<file path="config.mk">
export PLATFORM = sky130hd
export DESIGN_NAME = led_brightness_ctrl
export DESIGN_NICKNAME = d
export VERILOG_FILES = /design/src/rtl/led_dimmer_pkg.sv /design/src/rtl/btn_debounce.sv /design/src/rtl/led_brightness_ctrl.sv
export SDC_FILE = /design/constraint.sdc
export NUM_CORES = 1
export LEC_CHECK = 0
export BUFFER_PORTS_ARGS = -buffer_cell sky130_fd_sc_hd__buf_4
export CAP_MARGIN = 20
export CORE_ASPECT_RATIO = 1.75
export CORE_MARGIN = 1
export CORE_UTILIZATION = 49
export DETAILED_ROUTE_END_ITERATION = 10
export PLACE_DENSITY_LB_ADDON = 0.15
export SLEW_MARGIN = 0
export SYNTH_ARGS = -nofsm -noshare
export SYNTH_HDL_FRONTEND = slang
export SYNTH_SLANG_ARGS = --single-unit
export TNS_END_PERCENT = 10
</file>
<file path="constraint.sdc">
create_clock -name clk -period 4.77 [get_ports clk]
set_input_delay 0.2385 -clock clk [delete_from_list [all_inputs] [get_ports clk]]
set_output_delay 0.2385 -clock clk [all_outputs]
set_load 0.1 [all_outputs]
</file>
<file path="src/rtl/led_dimmer_pkg.sv">
// Shared types and constants for the PWM LED dimmer datapath.
package led_dimmer_pkg;

  localparam int unsigned DUTY_W   = 4;
  localparam int unsigned DUTY_MAX = (1 << DUTY_W) - 1;

  typedef logic [DUTY_W-1:0] duty_t;

  typedef enum logic [1:0] {
    StManual,
    StBreatheUp,
    StBreatheDown
  } state_e;

endpackage

</file>
<file path="src/rtl/btn_debounce.sv">
// Two-flop synchroniser, stability debounce and registered rising-edge press pulse
// for one raw mechanical input.
module btn_debounce #(
  parameter int unsigned DEBOUNCE_CYCLES = 250000
) (
  input  logic clk,
  input  logic rst_n,
  input  logic i_raw,
  output logic o_level,
  output logic o_press
);

  localparam int unsigned CntW = (DEBOUNCE_CYCLES > 1) ? $clog2(DEBOUNCE_CYCLES) : 1;
  localparam logic [CntW-1:0] CntLast = CntW'(DEBOUNCE_CYCLES - 1);

  logic            r_sync1;
  logic            r_sync2;
  logic            r_level;
  logic            r_level_prev;
  logic            r_press;
  logic [CntW-1:0] r_cnt;

  always_ff @(posedge clk or negedge rst_n) begin
    if (!rst_n) begin
      r_sync1 <= 1'b0;
      r_sync2 <= 1'b0;
    end else begin
      r_sync1 <= i_raw;
      r_sync2 <= r_sync1;
    end
  end

  // Level is accepted only after DEBOUNCE_CYCLES consecutive mismatching samples.
  always_ff @(posedge clk or negedge rst_n) begin
    if (!rst_n) begin
      r_cnt   <= '0;
      r_level <= 1'b0;
    end else if (r_sync2 == r_level) begin
      r_cnt <= '0;
    end else if (r_cnt == CntLast) begin
      r_cnt   <= '0;
      r_level <= r_sync2;
    end else begin
      r_cnt <= r_cnt + 1'b1;
    end
  end

  always_ff @(posedge clk or negedge rst_n) begin
    if (!rst_n) begin
      r_level_prev <= 1'b0;
      r_press      <= 1'b0;
    end else begin
      r_level_prev <= r_level;
      r_press      <= r_level & ~r_level_prev;
    end
  end

  assign o_level = r_level;
  assign o_press = r_press;

endmodule

</file>
<file path="src/rtl/led_brightness_ctrl.sv">
// Brightness controller: manual up/down stepping or a continuous 0..max..0 breathe ramp,
// producing the registered duty word for the PWM stage.
module led_brightness_ctrl #(
  parameter int unsigned DEBOUNCE_CYCLES = 250000,
  parameter int unsigned STEP_CYCLES     = 3125000,
  parameter int unsigned DUTY_W          = led_dimmer_pkg::DUTY_W
) (
  input  logic              clk,
  input  logic              rst_n,
  input  logic              btn_up,
  input  logic              btn_down,
  input  logic              mode_breathe,
  output logic [DUTY_W-1:0] duty_cycle,
  output logic              at_max,
  output logic              at_min
);

  import led_dimmer_pkg::*;

  localparam logic [DUTY_W-1:0] DutyMax  = {DUTY_W{1'b1}};
  localparam int unsigned       StepW    = (STEP_CYCLES > 1) ? $clog2(STEP_CYCLES) : 1;
  localparam logic [StepW-1:0]  StepLast = StepW'(STEP_CYCLES - 1);

  logic              w_up_press;
  logic              w_down_press;
  logic              w_mode;
  logic              w_up_level_unused;
  logic              w_down_level_unused;
  logic              w_mode_press_unused;
  logic              w_tick;
  state_e            r_state;
  state_e            w_state_next;
  logic [DUTY_W-1:0] r_duty;
  logic [DUTY_W-1:0] w_duty_next;
  logic [StepW-1:0]  r_step_cnt;

  btn_debounce #(
    .DEBOUNCE_CYCLES (DEBOUNCE_CYCLES)
  ) u_db_up (
    .clk     (clk),
    .rst_n   (rst_n),
    .i_raw   (btn_up),
    .o_level (w_up_level_unused),
    .o_press (w_up_press)
  );

  btn_debounce #(
    .DEBOUNCE_CYCLES (DEBOUNCE_CYCLES)
  ) u_db_down (
    .clk     (clk),
    .rst_n   (rst_n),
    .i_raw   (btn_down),
    .o_level (w_down_level_unused),
    .o_press (w_down_press)
  );

  btn_debounce #(
    .DEBOUNCE_CYCLES (DEBOUNCE_CYCLES)
  ) u_db_mode (
    .clk     (clk),
    .rst_n   (rst_n),
    .i_raw   (mode_breathe),
    .o_level (w_mode),
    .o_press (w_mode_press_unused)
  );

  assign w_tick = (r_state != StManual) && (r_step_cnt == StepLast);

  // Prescaler idles at zero in manual mode, so breathe entry always starts a fresh step.
  always_ff @(posedge clk or negedge rst_n) begin
    if (!rst_n) begin
      r_step_cnt <= '0;
    end else if (r_state == StManual || w_tick) begin
      r_step_cnt <= '0;
    end else begin
      r_step_cnt <= r_step_cnt + 1'b1;
    end
  end

  always_comb begin
    w_state_next = r_state;
    w_duty_next  = r_duty;
    unique case (r_state)
      StManual: begin
        if (w_mode) begin
          w_state_next = StBreatheUp;
        end else if (w_up_press && !w_down_press) begin
          if (r_duty != DutyMax) w_duty_next = r_duty + 1'b1;
        end else if (w_down_press && !w_up_press) begin
          if (r_duty != '0) w_duty_next = r_duty - 1'b1;
        end
      end
      StBreatheUp: begin
        if (!w_mode) begin
          w_state_next = StManual;
        end else if (w_tick) begin
          if (r_duty == DutyMax) begin
            w_duty_next  = r_duty - 1'b1;
            w_state_next = StBreatheDown;
          end else begin
            w_duty_next = r_duty + 1'b1;
            if (r_duty == DutyMax - 1'b1) w_state_next = StBreatheDown;
          end
        end
      end
      StBreatheDown: begin
        if (!w_mode) begin
          w_state_next = StManual;
        end else if (w_tick) begin
          if (r_duty == '0) begin
            w_duty_next  = r_duty + 1'b1;
            w_state_next = StBreatheUp;
          end else begin
            w_duty_next = r_duty - 1'b1;
            if (r_duty == DUTY_W'(1)) w_state_next = StBreatheUp;
          end
        end
      end
      default: w_state_next = StManual;
    endcase
  end

  always_ff @(posedge clk or negedge rst_n) begin
    if (!rst_n) begin
      r_state <= StManual;
      r_duty  <= '0;
    end else begin
      r_state <= w_state_next;
      r_duty  <= w_duty_next;
    end
  end

  assign duty_cycle = r_duty;
  assign at_max     = (r_duty == DutyMax);
  assign at_min     = (r_duty == '0);

endmodule
</file>
# After elaboration in Yosys (flattened, before gate mapping)
# Index checks and enable logic that the tools add are counted.
# word_totals
ff_bits,95
out_inout_bits,6
# op_classes
addsub,6
n_eq_ne,26
muxes,29
bitwise,7
reduce_logical,16
# op_table
operator,count
18-bit 2-to-1 mux,6
"18-bit by 1-bit adder with 18-bit output, second input constant",3
"18-bit equality test, second input constant",3
4-bit 2-to-1 mux,11
"22-bit by 1-bit adder with 22-bit output, second input constant",1
"22-bit equality test, second input constant",1
22-bit 2-to-1 mux,1
2-bit 2-to-1 mux,9
"4-bit != test, second input constant",3
4-bit one-hot mux with 3 select lines,1
9-bit AND reduction,1
"4-bit equality test, second input constant",2
"2-bit by 1-bit != test with 1-bit output, second input constant",3
"2-bit != test, second input constant",3
"3-bit by 1-bit != test with 1-bit output, second input constant",2
"3-bit != test, second input constant",2
2-bit one-hot mux with 3 select lines,1
2-bit AND reduction,3
1-bit NOT,5
5-bit AND reduction,1
"4-bit by 1-bit adder with 4-bit output, second input constant",1
"4-bit by 1-bit equality test with 1-bit output, second input constant",1
4-bit logical NOT,1
4-bit nonzero test,1
other kinds (12),18

# Longest topological paths before layout
# Gate-level depths: netlist of the first run.
# depth
depth_word,6
depth_mapped,7
ltp_nobuf,7

# Hierarchy
# Synthesis of the first run repeated with hierarchy kept, for this count alone.
# hier_totals
cells_unflattened,503
hier_area_um2,5082.4
# by_module_without_submodules
mod,n_inst,cells_per_inst,area_each_um2
btn_debounce,3,101,1086.0
led_brightness_ctrl,1,200,1824.2

# Least setup slack after synthesis of the first run
# Ideal clock, no wire load.
# synth_path
path_type,reg-to-reg
start,register r_duty[0] (netlist: duty_cycle[0])
end,register r_duty[2] (netlist: duty_cycle[2])
setup_time_ps,139
arrival_time_ps,3822
required_ps,4631
path_slack_ps,810
stages_incl_launch_ff,8
n_path_buf,0
period_less_slack_ps,3960
path_cell_list,dfrtp_1 inv_1 ha_1 nor3b_2 nor4b_1 o31ai_1 a2111oi_0 or4b_1
# synth_lines
element,line_no,text
"start, declared",led_brightness_ctrl.sv:33,logic [DUTY_W-1:0] r_duty;
"start signal, assigned",led_brightness_ctrl.sv:129,r_duty <= w_duty_next;
4-bit logical NOT,--,
via at_min,led_brightness_ctrl.sv:15,output logic at_min
4-bit 2-to-1 mux,led_brightness_ctrl.sv:110,if (r_duty == '0) begin
4-bit 2-to-1 mux,led_brightness_ctrl.sv:109,end else if (w_tick) begin
4-bit 2-to-1 mux,led_brightness_ctrl.sv:107,if (!w_mode) begin
4-bit one-hot mux with 3 select lines,led_brightness_ctrl.sv:83,unique case (r_state)
# The timed path passes the listed nets, and every way through them passes these cells. The select of a mux whose other input is x is not followed.
# A chain may end at the register's enable or synchronous reset.

# Final worst setup path of the first run
# layout_path
start,register r_duty[0] (netlist: duty_cycle[0])
end,register r_duty[2] (netlist: duty_cycle[2])
# layout_via
elab_chain_cells,6
# layout_lines
element,line_no,text
4-bit by 1-bit subtractor with 4-bit output,"led_brightness_ctrl.sv:90, led_brightness_ctrl.sv:98, led_brightness_ctrl.sv:114",
4-bit 2-to-1 mux,led_brightness_ctrl.sv:90,if (r_duty != '0) w_duty_next = r_duty - 1'b1;
4-bit 2-to-1 mux,led_brightness_ctrl.sv:89,end else if (w_down_press && !w_up_press) begin
4-bit 2-to-1 mux,led_brightness_ctrl.sv:87,end else if (w_up_press && !w_down_press) begin
4-bit 2-to-1 mux,led_brightness_ctrl.sv:85,if (w_mode) begin
4-bit one-hot mux with 3 select lines,led_brightness_ctrl.sv:83,
# Parallel ways exist; a longest one is shown, timed or not. The select of a mux whose other input is x is not followed.

==> flow_metrics.env, run 1 <==
export IMPL_nets=514
export IMPL_die_w_um=76.5
export IMPL_first_pass_iters=4
export IMPL_synth_flop_cell="dfrtp_1"
export IMPL_ys_seq_area_frac=0.500
export IMPL_final_cell_mix="99 x nor2_1, 95 x dfrtp_1, 39 x xnor2_1"
export IMPL_ios=11
export IMPL_drv_cap=0
export IMPL_start_util=0.503
export IMPL_holdBufCountCts=4
export IMPL_hold_path_class="reg2reg"
export IMPL_yosys_top_cells_area="dfrtp_1 50%, nor2_1 7.8%, xnor2_1 7.2%"
export IMPL_grt_max_degree=56
export IMPL_die_area_um2=10100
export IMPL_run_status="completed"
export IMPL_power_leakage_uw=0.00227
export IMPL_r2r_end="duty_cycle[2]$_DFFE_PN0P_"
export IMPL_cts_tree="built"
export IMPL_clkSinkCount=95
export IMPL_max_freq_mhz=373
export IMPL_min_period_ns=2.68
export IMPL_arrival_ns=2.89
export IMPL_ctsResizeCount=0
export IMPL_yosysWarnings=0
export IMPL_grt_first_pass_wirelength_um=15000
export IMPL_ys_types=45
export IMPL_worstPathCellList="inv_1 > ha_1 > nor3b_2 > nor4b_1 > o31ai_1 > a2111oi_0 > or4b_1"
export IMPL_setup_tns_final_ns=0
export IMPL_critPathMaxStageDelay_ns=0.57
export IMPL_antenna_found_initial=0
export IMPL_slew_violations=0
export IMPL_crit_slowest_cell="o31ai_1"
export IMPL_critPathLaunchType="flip-flop"
export IMPL_setup_viol=0
export IMPL_min_delay_start="u_db_up.r_sync1$_DFF_PN0_"
export IMPL_syn_area_per_cell_um2=9.85
export IMPL_p_clk_frac=0.461
export IMPL_die_h_um=132
export IMPL_synth_fp_nets=500
export IMPL_r2r_cells=7
export IMPL_postRouteAntennaNets=0
export IMPL_power_frac_seq=0.514
export IMPL_grt_pass1_vias=3342
export IMPL_syn_inst=483
export IMPL_clk_latency_ns=0.34
export IMPL_cts_root_buffer="clkbuf_16"
export IMPL_overflow=0
export IMPL_p_sw_frac=0.210
export IMPL_diodes=0
export IMPL_ctsLongestPathBuffers=2
export IMPL_power_frac_comb=0.025
export IMPL_dp_hpwl_um=5970
export IMPL_wl_per_cell_um=13.6
export IMPL_area_growth_pct=11.4
export IMPL_peakVddDrop_uv=224
export IMPL_path_class="reg2reg"
export IMPL_worst_slew_pin_slew_ns=0.747
export IMPL_routed_via_density=5.41
export IMPL_whs_ns=0.348
export IMPL_drt_iter0_drc=177
export IMPL_fill_cells=857
export IMPL_min_delay_path_depth=0
export IMPL_yosysTopAreaCell="dfrtp_1"
export IMPL_rsz0062_at_grt="false"
export IMPL_required_ns=4.98
export IMPL_synthArstFlopShare=1.00
export IMPL_slew_headroom=0.498
export IMPL_cts_buffers=9
export IMPL_p_switching_uw=335
export IMPL_hold_violations=0
export IMPL_r2r_slack_ns=2.09
export IMPL_endpoint_kind="flip-flop"
export IMPL_power_density_nw_per_um2=301
export IMPL_core_um2=9470
export IMPL_gp_congestion=0.795
export IMPL_rows=47
export IMPL_port_buffers=10
export IMPL_syn_area_um2=4760
export IMPL_fin_crit_sh=0.561
export IMPL_skew_ns=0.00764
export IMPL_intPower_uw=1260
export IMPL_yosysTopAreaCellShare=0.500
export IMPL_path_clk_slew_ns=0.07
export IMPL_synth_edf_count=0
export IMPL_htreeDepth=3
export IMPL_cp_max_fo=8
export IMPL_wl_um=8460
export IMPL_drive_gt1_frac=0.0837
export IMPL_final_common_cell="nor2_1"
export IMPL_timing_rr_start="duty_cycle[0]$_DFFE_PN0P_"
export IMPL_post_cts_buffers=0
export IMPL_grt_usage=0.185
export IMPL_drt_drc_violations_left=0
export IMPL_min_to="u_db_up.r_sync2$_DFF_PN0_"
export IMPL_num_vias=3373
export IMPL_synth_ff_latch_count=95
export IMPL_fin_util=0.560
==> worst max-delay path, delay by kind of cell, from the launching register on <==
kind,cells,cell delay [ns]
AO/OA/AOI/OAI,2,0.77
adder cells (fa/ha/maj),1,0.29
buffers and inverters,1,0.12
flip-flops,1,0.45
AND/OR/NAND/NOR,3,0.92
==> logic make-up after synthesis <==
family | after synthesis | share of synthesized area
simple gates | 239 | 0.253
flops | 95 | 0.500
xor+xnor | 74 | 0.136
buf+inv | 33 | 0.0260
compound gates | 19 | 0.0292
fa+ha+maj | 12 | 0.0316
mux | 11 | 0.0245
==> cells in the mapped netlist, drive strengths merged, types with 2 or more instances <==
cell     count
nand3       32
a21oi        3
a211oi       3
nor4        15
xor2        35
mux2         5
ha          12
and3         6
inv         21
o21ai        2
xnor2       39
a31oi        2
nor2b        4
nand3b       3
nand2b       6
nand2       25
nor3b        2
nor2        99
or4b         3
and4         3
a2111oi      2
dfrtp       95
nand4       14
nor3        15
clkbuf      11
or2          5
mux2i        6
nand4b       3
==> how the worst max path moves through the flow <==
stage	from	to	slack, ns	depth (start not counted)
3_5_place_dp	duty_cycle[0]$_DFFE_PN0P_	duty_cycle[2]$_DFFE_PN0P_	2.11	7
6_report	duty_cycle[0]$_DFFE_PN0P_	duty_cycle[2]$_DFFE_PN0P_	2.09	7
4_1_cts	duty_cycle[0]$_DFFE_PN0P_	duty_cycle[2]$_DFFE_PN0P_	2.09	7
5_1_grt	duty_cycle[0]$_DFFE_PN0P_	duty_cycle[2]$_DFFE_PN0P_	1.81	7
3_3_place_gp	duty_cycle[0]$_DFFE_PN0P_	duty_cycle[2]$_DFFE_PN0P_	2.15	7
2_1_floorplan	duty_cycle[0]$_DFFE_PN0P_	duty_cycle[2]$_DFFE_PN0P_	0.81	7
==> layout make-up <==
type | count | area, um2 | share of cell area
sequential | 95 | 2380 | 0.449
multi-input combinational | 355 | 2260 | 0.426
clock buffer | 12 | 256 | 0.0484
tap | 122 | 153 | 0.0288
timing repair buffer | 15 | 123 | 0.0231
inverter | 21 | 78.8 | 0.0149
clock inverter | 4 | 53.8 | 0.0102
==> metrics by stage <==
step	power (uW)	worst slack (ns)	cells	instance area, um2
finish	1600	2.09	624	5300
global route	1650	1.81	624	5300
CTS	1620	2.09	624	5300
detailed placement	875	2.11	604	4950
global placement	874	2.15	604	4950
floorplan	852	0.810	483	4760
==> power by group through the flow <==
stage	logic [uW]	clock network [uW]	registers (uW)
2_1_floorplan	16.8	0	835
3_3_place_gp	37.6	0	836
6_report	39.4	736	821
4_1_cts	41.7	753	821
5_1_grt	47.4	782	822
3_5_place_dp	39.0	0	836
==> routing by layer <==
metal,global-route usage,share of wire,vias up
met1,0.216,0.43,1654
met3,0.0173,0.015,16
li1,-,-,1664
met4,0.101,0.031,0
met2,0.329,0.53,39
met5,0,0,-
==> flip-flops by register name (all words and copies together) (netlist names), 2 cells and up <==
| signal | cells |
|---|---|
| u_db_up.r_cnt | 18 |
| duty_cycle | 4 |
| r_state | 2 |
| r_step_cnt | 22 |
| u_db_mode.r_cnt | 18 |
| u_db_down.r_cnt | 18 |
No activity file was read; power rests on OpenSTA's default activity.
==> run 2: changes to the inputs <==
- ABC_AREA: not set -> 1
- clock period: 4.77 -> 2.8 ns (I/O delays scaled with it)
==> flow_metrics.env, run 2 <==
export IMPL_run_status="completed"
export IMPL_yosysTopAreaCell="dfrtp_1"
export IMPL_syn_inst=650
export IMPL_die_h_um=139
export IMPL_largest_reg_flops=22
export IMPL_p_switching_uw=604
export IMPL_setup_tns_final_ns=0
export IMPL_antenna_found_initial=0
export IMPL_path_common_cell="inv_1"
export IMPL_yosysMostFrequentCell="nand2_1"
export IMPL_synth_simple_area_share=0.336
export IMPL_dp_cells=785
export IMPL_grt_max_degree=57
export IMPL_synth_edf_count=0
export IMPL_grt_pass1_vias=4151
export IMPL_critPathMaxStageDelay_ns=0.46
export IMPL_die_w_um=80.3
export IMPL_yosysTopAreaCellShare=0.452
export IMPL_seq_area_um2=2380
export IMPL_synth_area_mux_share=0.00214
export IMPL_yosysWarnings=0
export IMPL_regMostFlops="r_step_cnt"
export IMPL_synth_fp_nets=667
export IMPL_port_buffers=10
export IMPL_drive_gt1_frac=0.115
export IMPL_synth_flop_cell="dfrtp_1"
export IMPL_power_frac_comb=0.028
export IMPL_gp_congestion=0.813
export IMPL_min_delay_start="u_db_down.r_sync1$_DFF_PN0_"
export IMPL_worst_slew_pin_slew_ns=0.712
export IMPL_ys_types=43
export IMPL_synth_adder_area_share=0.0286
export IMPL_drv_cap=0
export IMPL_syn_area_per_cell_um2=8.09
export IMPL_cts_buffers=9
export IMPL_ys_top_cells_by_count="134 x nand2_1, 99 x nor2_1, 95 x dfrtp_1"
export IMPL_multi_input_area_um2=2490
export IMPL_worstPathCellList="inv_1 > ha_1 > nand3_2 > inv_1 > buf_4"
export IMPL_fill_cells=958
export IMPL_r2r_slack_ns=0.96
export IMPL_fin_crit_sh=0.668
export IMPL_ctsResizeCount=0
export IMPL_synth_ff_latch_count=95
export IMPL_yosys_top_cells_area="dfrtp_1 45%, nand2_1 9.6%, nor2_1 7.1%"
export IMPL_rsz0062_at_grt="false"
export IMPL_wl_per_cell_um=12.9
export IMPL_htreeDepth=3
export IMPL_synth_top_family_by_area="simple AND/OR/NAND/NOR gates"
export IMPL_grt_first_pass_wirelength_um=17800
export IMPL_slew_violations=0
export IMPL_hold_violations=0
export IMPL_drt_iter0_drc=166
export IMPL_rows=49
export IMPL_power_leakage_uw=0.00269
export IMPL_critical_path_startpoint="duty_cycle[0]$_DFFE_PN0P_"
export IMPL_setup_viol=0
export IMPL_nets=690
export IMPL_skew_ns=0.00992
export IMPL_synthArstFlopShare=1.00
export IMPL_routed_via_density=5.20
export IMPL_peakVddDrop_uv=468
export IMPL_path_clk_slew_ns=0.07
export IMPL_ys_seq_area_frac=0.452
export IMPL_timing_rr_start="duty_cycle[0]$_DFFE_PN0P_"
export IMPL_start_util=0.507
export IMPL_max_freq_mhz=535
export IMPL_ctsLongestPathBuffers=2
export IMPL_syn_area_um2=5260
export IMPL_wl_um=10400
export IMPL_clk_latency_ns=0.34
export IMPL_postRouteAntennaNets=0
export IMPL_power_frac_seq=0.515
export IMPL_final_cells=805
export IMPL_synth_compound_area_share=0.0588
export IMPL_arrival_ns=1.73
export IMPL_diodes=0
export IMPL_dp_hpwl_um=7850
export IMPL_required_ns=2.66
export IMPL_p_clk_frac=0.457
export IMPL_path_class="reg2out"
export IMPL_num_vias=4188
export IMPL_drt_drc_violations_left=0
export IMPL_hold_path_class="reg2reg"
export IMPL_cts_root_buffer="clkbuf_16"
export IMPL_endpoint_kind="output pin"
export IMPL_cts_tree="built"
export IMPL_cp_max_fo=7
export IMPL_slew_headroom=0.526
export IMPL_overflow=0
export IMPL_grt_usage=0.203
export IMPL_area_growth_pct=10.5
export IMPL_ios=11
export IMPL_clkSinkCount=95
export IMPL_first_pass_iters=5
export IMPL_critPathLaunchType="flip-flop"
export IMPL_power_density_nw_per_um2=467
export IMPL_synth_xor_area_frac=0.0483
export IMPL_final_cell_mix="134 x nand2_1, 99 x nor2_1, 95 x dfrtp_1"
export IMPL_intPower_uw=2110
export IMPL_die_area_um2=11200
export IMPL_final_common_cell="nand2_1"
export IMPL_p_sw_frac=0.222
export IMPL_crit_slowest_cell="dfrtp_1"
export IMPL_min_period_ns=1.87
export IMPL_core_um2=10400
## run 2: final timing paths
kind	endpoint	cells after the start
worst max-delay path	at_min	5
worst min-delay path	u_db_down.r_sync2$_DFF_PN0_	0
worst max register to register	duty_cycle[2]$_DFFE_PN0P_	10
worst min register to register	u_db_down.r_sync2$_DFF_PN0_	0
max in group asynchronous	u_db_up.r_cnt[9]$_DFF_PN0_	3
min in group asynchronous	r_step_cnt[7]$_DFF_PN0_	2
## run 2: logic make-up (layout without fill, tap and decap cells)
kind of cell,Yosys count,after routing
flops,95,95
xor+xnor,29,29
compound gates,52,52
simple gates,364,364
mux,1,1
fa+ha+maj,12,12
buf+inv,97,125
## run 2: critical path: cells and delay by family, from the launching register on
family | cells | cell delay [ns]
fa+ha+maj | 1 | 0.23
simple gates | 1 | 0.15
flops | 1 | 0.46
buf+inv | 3 | 0.54
## run 2: area by class of cell
| class | instances | share of cell area |
|---|---|---|
| multi-input combinational | 458 | 0.429 |
| sequential | 95 | 0.409 |
| inverter | 93 | 0.0601 |
| clock buffer | 9 | 0.0388 |
| tap | 127 | 0.0273 |
| timing repair buffer | 16 | 0.0224 |
| clock inverter | 7 | 0.0136 |
## run 2: timing repair
action                    4_1_cts  5_1_grt
hold buffers                    4        0
hold endpoints to repair       57        0
buffers inserted                0        0
## run 2: routing by layer
| layer | up-vias | GRT usage | wire (um) |
|---|---|---|---|
| met5 | - | 0 | 0 |
| met4 | 0 | 0.0771 | 165 |
| met3 | 12 | 0.0434 | 269 |
| met2 | 78 | 0.387 | 5820 |
| met1 | 1961 | 0.209 | 4170 |
| li1 | 2137 | - | - |
## run 2: power by group through the flow
stage	combinational, uW	clock (uW)	sequential [uW]
global placement	73.2	0	1420
finish	75.7	1240	1400
global route	89.1	1330	1400
detailed placement	75.0	0	1430
floorplan	31.9	0	1420
CTS	79.7	1280	1400
## run 2: stage by stage
step,hold WS (ns),utilization,worst slack (ns),instance area (um2),power [uW]
global route,0.371,0.561,0.790,5810,2820
finish,0.349,0.561,0.931,5810,2720
CTS,0.351,0.561,0.928,5810,2760
global placement,0.230,0.528,1.04,5470,1500
floorplan,-0.156,-,0.204,5260,1450
detailed placement,0.244,0.528,0.986,5470,1500
